$ cat src/rtl/cache_types_pkg.sv
// Types shared by the cache request queue and lockup_free_cache.
package cache_types_pkg;

   localparam int UUID_W = 4;
   localparam int ADDR_W = 32;
   localparam int DATA_W = 32;

   // Request fields that travel with a tag through the queue.
   typedef struct packed {
      logic [ADDR_W-1:0] addr;
      logic              rw_mode;
      logic [DATA_W-1:0] store_value;
   } req_payload_t;

   // Complete queue entry as seen by the cache.
   typedef struct packed {
      logic [UUID_W-1:0] uuid;
      req_payload_t      payload;
   } req_entry_t;

endpackage

$ cat src/rtl/cache_request_queue_uuid_allocator.sv
// Tag pool: busy vector, lowest-free-tag encoder and release handling.
module uuid_allocator #(
   parameter int UUID_W = cache_types_pkg::UUID_W
) (
   input  logic              CLK,
   input  logic              nRST,
   input  logic              alloc_en,
   output logic              any_free,
   output logic [UUID_W-1:0] free_uuid,
   input  logic              hit_rel_en,
   input  logic [UUID_W-1:0] hit_rel_uuid,
   input  logic              resp_rel_en,
   input  logic [UUID_W-1:0] resp_rel_uuid
);

   localparam int NT = 1 << UUID_W;

   logic [NT-1:0] busy;
   logic [NT-1:0] set_mask;
   logic [NT-1:0] clr_mask;

   // Lowest-index free tag; scanning downward lets the lowest index win.
   always_comb begin
      free_uuid = '0;
      any_free  = 1'b0;
      for (int i = NT - 1; i >= 0; i--) begin
         if (!busy[i]) begin
            free_uuid = UUID_W'(i);
            any_free  = 1'b1;
         end
      end
   end

   // Set/clear masks; two releases of one tag simply OR together.
   always_comb begin
      set_mask = '0;
      clr_mask = '0;
      if (alloc_en)    set_mask[free_uuid]     = 1'b1;
      if (hit_rel_en)  clr_mask[hit_rel_uuid]  = 1'b1;
      if (resp_rel_en) clr_mask[resp_rel_uuid] = 1'b1;
   end

   // Clear before set, so a stray release of the tag being allocated is a no-op.
   always_ff @(posedge CLK) begin
      if (nRST) busy <= '0;
      else      busy <= (busy & ~clr_mask) | set_mask;
   end

endmodule

$ cat src/rtl/cache_request_queue.sv
// Circular request FIFO between the core and the cache, with tag allocation.
module cache_request_queue
   import cache_types_pkg::req_payload_t;
#(
   parameter int DEPTH  = 8,
   parameter int UUID_W = cache_types_pkg::UUID_W
) (
   input  logic              CLK,
   input  logic              nRST,
   input  logic              req_valid,
   input  logic [31:0]       req_addr,
   input  logic              req_rw_mode,
   input  logic [31:0]       req_store_value,
   output logic              req_ready,
   output logic [UUID_W-1:0] req_uuid,
   output logic              mem_in,
   output logic [UUID_W-1:0] mem_in_uuid,
   output logic [31:0]       mem_in_addr,
   output logic              mem_in_rw_mode,
   output logic [31:0]       mem_in_store_value,
   input  logic              stall,
   input  logic              hit,
   input  logic              resp_valid,
   input  logic [UUID_W-1:0] resp_uuid
);

   localparam int PW = $clog2(DEPTH);
   localparam int CW = $clog2(DEPTH + 1);

   logic [UUID_W-1:0] uuid_mem [DEPTH];
   req_payload_t      pay_mem  [DEPTH];
   logic [PW-1:0]     head, tail;
   logic [CW-1:0]     count;
   logic              any_free, push, pop;

   // Readiness comes from registered state only, never from this cycle's pop.
   assign req_ready = (count != CW'(DEPTH)) && any_free;
   assign push      = req_valid && req_ready;
   assign mem_in    = (count != '0);
   assign pop       = mem_in && !stall;

   uuid_allocator #(.UUID_W(UUID_W)) u_alloc (
      .CLK          (CLK),
      .nRST         (nRST),
      .alloc_en     (push),
      .any_free     (any_free),
      .free_uuid    (req_uuid),
      .hit_rel_en   (pop && hit),
      .hit_rel_uuid (uuid_mem[head]),
      .resp_rel_en  (resp_valid),
      .resp_rel_uuid(resp_uuid)
   );

   // Head entry fields, forced to zero while the queue is empty.
   always_comb begin
      mem_in_uuid        = '0;
      mem_in_addr        = '0;
      mem_in_rw_mode     = 1'b0;
      mem_in_store_value = '0;
      if (mem_in) begin
         mem_in_uuid        = uuid_mem[head];
         mem_in_addr        = pay_mem[head].addr;
         mem_in_rw_mode     = pay_mem[head].rw_mode;
         mem_in_store_value = pay_mem[head].store_value;
      end
   end

   // Entry storage; contents are only meaningful between tail and head, so no reset.
   always_ff @(posedge CLK) begin
      if (push) begin
         uuid_mem[tail] <= req_uuid;
         pay_mem[tail]  <= '{addr: req_addr, rw_mode: req_rw_mode,
                            store_value: req_store_value};
      end
   end

   // Pointers wrap naturally because DEPTH is a power of two.
   always_ff @(posedge CLK) begin
      if (nRST) begin
         head  <= '0;
         tail  <= '0;
         count <= '0;
      end else begin
         if (push) tail <= tail + 1'b1;
         if (pop)  head <= head + 1'b1;
         case ({push, pop})
            2'b10:   count <= count + 1'b1;
            2'b01:   count <= count - 1'b1;
            default: count <= count;
         endcase
      end
   end

endmodule

$ cat config.mk
export PLATFORM = sky130hd
export DESIGN_NAME = cache_request_queue
export DESIGN_NICKNAME = d
export VERILOG_FILES = /design/src/rtl/cache_types_pkg.sv /design/src/rtl/cache_request_queue_uuid_allocator.sv /design/src/rtl/cache_request_queue.sv
export SDC_FILE = /design/constraint.sdc
export NUM_CORES = 1
export LEC_CHECK = 0
export CORE_ASPECT_RATIO = 2
export CORE_MARGIN = 1.5
export CORE_UTILIZATION = 35
export CTS_CLUSTER_SIZE = 30
export DETAILED_ROUTE_END_ITERATION = 10
export SLEW_MARGIN = 20
export SYNTH_ARGS = -nofsm -noshare
export SYNTH_HDL_FRONTEND = slang
export SYNTH_SLANG_ARGS = --single-unit
$ cat constraint.sdc
create_clock -name CLK -period 15.39 [get_ports CLK]
set_clock_uncertainty 0.05 [all_clocks]
set_input_delay 4.617 -clock CLK [delete_from_list [all_inputs] [get_ports CLK]]
set_output_delay 4.617 -clock CLK [all_outputs]
set_load 0.01 [all_outputs]
* Yosys cells after proc, flatten, opt, wreduce, memory -nomap -nowiden
Memory sizes are Yosys's and may differ from the RTL's. A register that Yosys moved wholly into a read port is not among the register bits.
Index checks and enable logic that the tools add are counted.
** Word-level totals
- RAM bits :: 552
- Word-level logic and storage cells :: 85
- Output and inout port bits :: 75
- Memories :: 2
- Register bits after elaboration :: 26
- Bits of input ports :: 75
** Cells by class
- Equality and inequality tests :: 3
- Bitwise logic cells :: 4
- Reduce and logical (&&, ||, !) cells :: 10
- $lt $le $gt $ge :: 6
- Multiplexer cells :: 52
- $add $sub $neg :: 4
** Memories
- pay_mem :: words 8, width 65, read ports 1, clocked after Yosys merged registers in 1, write ports 1, RTL line cache_request_queue.sv:31 : req_payload_t pay_mem [DEPTH];
- uuid_mem :: words 8, width 4, read ports 1, clocked after Yosys merged registers in 1, write ports 1, RTL line cache_request_queue.sv:30 : logic [UUID_W-1:0] uuid_mem [DEPTH];
** Operator list (number)
- two-way mux 4 bit :: 17
- two-way mux 32 bit :: 2
- two-way mux 16 bit :: 3
- OR 16 bit :: 2
- two-way mux 1 bit :: 22
- AND 16 bit :: 1
- NOT 16 bit :: 1
- < comparator 4 x 5 -> 1 bit (second input constant) :: 3
- demux 1 bit (select 4 bit) :: 3
- >= comparator 4 x 1 -> 1 bit (second input constant) :: 3
- two-way mux 3 bit :: 4
- case mux 4 bit (2 select lines) :: 1
- logical AND 1 bit :: 7
- adder 3 x 1 -> 3 bit (second input constant) :: 2
- adder 4 x 1 -> 4 bit (second input constant) :: 1
- != test 4 bit (second input constant) :: 1
- nonzero test 4 bit :: 1
- subtractor 4 x 1 -> 4 bit (second input constant) :: 1
- equality test 2 x 1 -> 1 bit (second input constant) :: 1
- equality test 2 bit (second input constant) :: 1
- nonzero test 2 bit :: 1
- logical NOT 1 bit :: 1

* Longest topological paths before layout
- Word-level depth :: 22
- Gate-level depth with buffers :: 12

* Modules after synthesis
A second synthesis with hierarchy kept.
** Second synthesis, totals
- Cells, all modules :: 1109
- Area total of the unflattened synthesis :: 22738.1 um2
** By module, submodules not included
- cache_request_queue :: cells each 960, instances 1, area an instance 21653.3 um2
- uuid_allocator :: cells each 149, instances 1, area an instance 1084.8 um2

* Worst setup path after synthesis
Ideal clock, no wire load.
- Path type :: in2reg
- From :: in req_valid
- To :: mem pay_mem[2][0] (netlist bit), enable pin
- Required time :: 14.650 ns
- Setup slack :: 2.206 ns
- Arrival time :: 12.444 ns
- Setup time :: 0.690 ns
- Stages :: 4
- Cell sequence :: a21bo_2 -> nor2_1 -> inv_1 -> nor4b_1
** On the way
- Longest elaborated chain between the ends :: 3
** Ends and longest elaborated chain
- from (decl) :: RTL line cache_request_queue.sv:10 : input logic req_valid,
- logical AND 1 bit :: RTL line cache_request_queue.sv:38 : assign push = req_valid && req_ready;
- two-way mux 1 bit :: RTL line cache_request_queue.sv:70 : if (push) begin
- two-way mux 1 bit (implied by the code) :: RTL line cache_request_queue.sv:72 : pay_mem[tail] <= '{addr: req_addr, rw_mode: req_rw_mode,
- to (decl) :: RTL line cache_request_queue.sv:31
No other way between the ends.

==> flow_summary.yaml <==
run_status:
  outcome: "finished clean"
route:
  viasPerCell: 5.30
  wirelength_mm: 51.0
  first_pass_iters: 5
  final_antenna_net_count: 0
  drt_iter0_markers: 947
  wl_per_cell_um: 24.4
  drc_errors: 0
  vias: 11100
critical_path:
  worstPathRequired_ns: 10.72
  cp-start-kind: "register"
  worstSetupPathType: "reg -> out"
  path_max_fanout: 40
  worst-r2r-cell-count: 11
  cp.arrival_ns: 3.79
  endpoint_kind: "output pin"
synthesis:
  syn_inst: 1082
  yosysWarnings: 0
  ys_async_sr_fraction_pct: 0
  ys_types: 49
  seq_area_frac_synth_pct: 75.9
  syn_area_mm2: 0.0226
  syn_area_per_cell_um2: 20.9
  syn_nets: 1162
  yosys_most_used_dff: "edfxtp_1"
  ys_ff_latch: 581
  synth_edf_count: 552
clock_network:
  clk_pin_slew_ns: 0.07
  cts_hold_buf: 0
  root_buffer: "clkbuf_16"
  postCtsSetupRepairBufs: 0
  cts.htree.levels: 2
  clockBufferDepth: 3
  cts_num_sinks: 581
  cts_made_buffers: 51
  tritoncts: "yes"
  ctsResizeCount: 0
  clk_latency_ns: 0.58
pwr:
  p_leak_nw: 8.05
  power_w: 0.00431
  p_per_area_mw_per_mm2: 161
  vdd.ir_drop.worst_mv: 0.118
floorplan:
  die_w_um: 183
  die_area_mm2: 0.0662
  initial_core_util_pct: 35.5
  num_rows: 131
  die-height_um: 362
  pin_count: 150
  core_area_mm2: 0.0638
global_routing:
  grt_overflow_total: 0
  grt_max_degree: 62
  grt_pass1_wl_mm: 76.9
  antenna_found_initial: 2
  first_global_vias: 12100
  track_usage_pct: 15.7
job:
  maxCapViolations: 0
placed_design:
  dp_hpwl_mm: 28.5
  place_ws_ns: 6.98
  gp_routability_congestion: 0.830
  io_buffers: 149
  dpl_cell_area_mm2: 0.0251
timing:
  relSlewSlack_pct: 34.7
  setup_ws_ns: 6.93
  tightest_slew_ns: 0.980
  rsz0062_at_grt: "no"
  fin_crit_sh_pct: 55.0
  finalSetupViolCount: 0
  timing.setup.tns_ns: 0
  hold_viol: 0
  finalCriticalPeriod_ns: 8.46
  fmax_mhz: 118
  slew_viol_final: 0
finish:
  nNetsFinal: 1337
  drive_above_1_share_pct: 20.1
  mostFrequentLayoutCell: "edfxtp_1"
  area_delta_synth_final_pct: 18.6
  fin_area_mm2: 0.0268
  antennaDiodeCount: 0
  final_cell_mix: "edfxtp_1 (552), clkdlybuf4s50_1 (148), mux4_2 (137)"
worst_hold_path:
  holdPathStages: 2
  hold_class: "reg -> reg"
[power breakdown]
group          internal (W)  total [W]  switching [W]
clock              0.000731    0.00129       0.000557
sequential          0.00182    0.00187      0.0000473
combinational      0.000571    0.00115       0.000582
total               0.00312    0.00431        0.00119
[metal layers]
metal	up-vias	routed length, µm	track usage [%]
met3	70	2070	2.40
li1	4830	-	-
met2	263	27500	28.8
met1	5929	20400	18.9
met5	-	23	0
met4	4	1020	4.49
[final timing paths]
path	from	end	slack, ns
max	register	mem_in_uuid[3]	6.93
min	head[1]	register	0.46
max reg2reg	u_alloc.busy[2]	count[2]	11.87
min reg2reg	head[1]	register	0.46
[Yosys cell counts (all sizes together) (5+ instances only)]
master	instances	area [µm²]
mux4	138	3110
nand3b	6	45.0
o221ai	16	140
nand2b	5	31.3
clkbuf	22	82.6
nor2	87	327
nand2	13	48.8
ha	5	62.6
edfxtp	552	16600
nor2b	14	87.6
buf	29	150
dfxtp	29	581
a21oi	9	45.0
inv	10	37.5
o21ai	13	65.1
o31ai	9	67.6
nor3b	5	37.5
nand4	5	31.3
nand3	7	35.0
mux2i	70	733
[flip-flops by register name (all words and copies together) (netlist names), named ones only]
| name | flops |
|---|---|
| count | 4 |
| head | 3 |
| uuid_mem | 32 |
| tail | 3 |
| u_alloc.busy | 16 |
| pay_mem | 520 |
[cells by family after synthesis]
| family | after synthesis | share of synthesized area (%) |
|---|---|---|
| compound gates | 59 | 1.86 |
| fa+ha+maj | 5 | 0.277 |
| mux | 208 | 17.0 |
| flops | 581 | 75.9 |
| simple gates | 160 | 3.46 |
| xor+xnor | 8 | 0.310 |
| buf+inv | 61 | 1.20 |
[per-stage QoR]
| stage | utilization [%] | std cells | hold slack (ns) |
|---|---|---|---|
| global route | 42.0 | 2094 | 0.518 |
| detailed placement | 39.4 | 2001 | 0.442 |
| global placement | 39.4 | 2001 | 0.438 |
| finish | 42.0 | 2094 | 0.458 |
| CTS | 42.0 | 2093 | 0.461 |
| floorplan | - | 1082 | 0.422 |
[worst max-delay path: stages, from the launching register on]
cell             delay, ns
dfxtp_4               0.61
buf_16                0.30
buf_4                 0.73
mux4_1                0.71
mux2i_4               0.24
nor2_1                0.10
clkdlybuf4s50_1       0.51
[final cells by class]
type | count | area (µm²)
multi-input cells | 440 | 5230
repair buffers | 173 | 1690
well taps | 798 | 998
inverters | 10 | 37.5
clock inverters | 30 | 318
fillers | 5510 | 37000
clock buffers | 62 | 1360
flip-flops and latches | 581 | 17200
(Power assumes the default switching activity.)
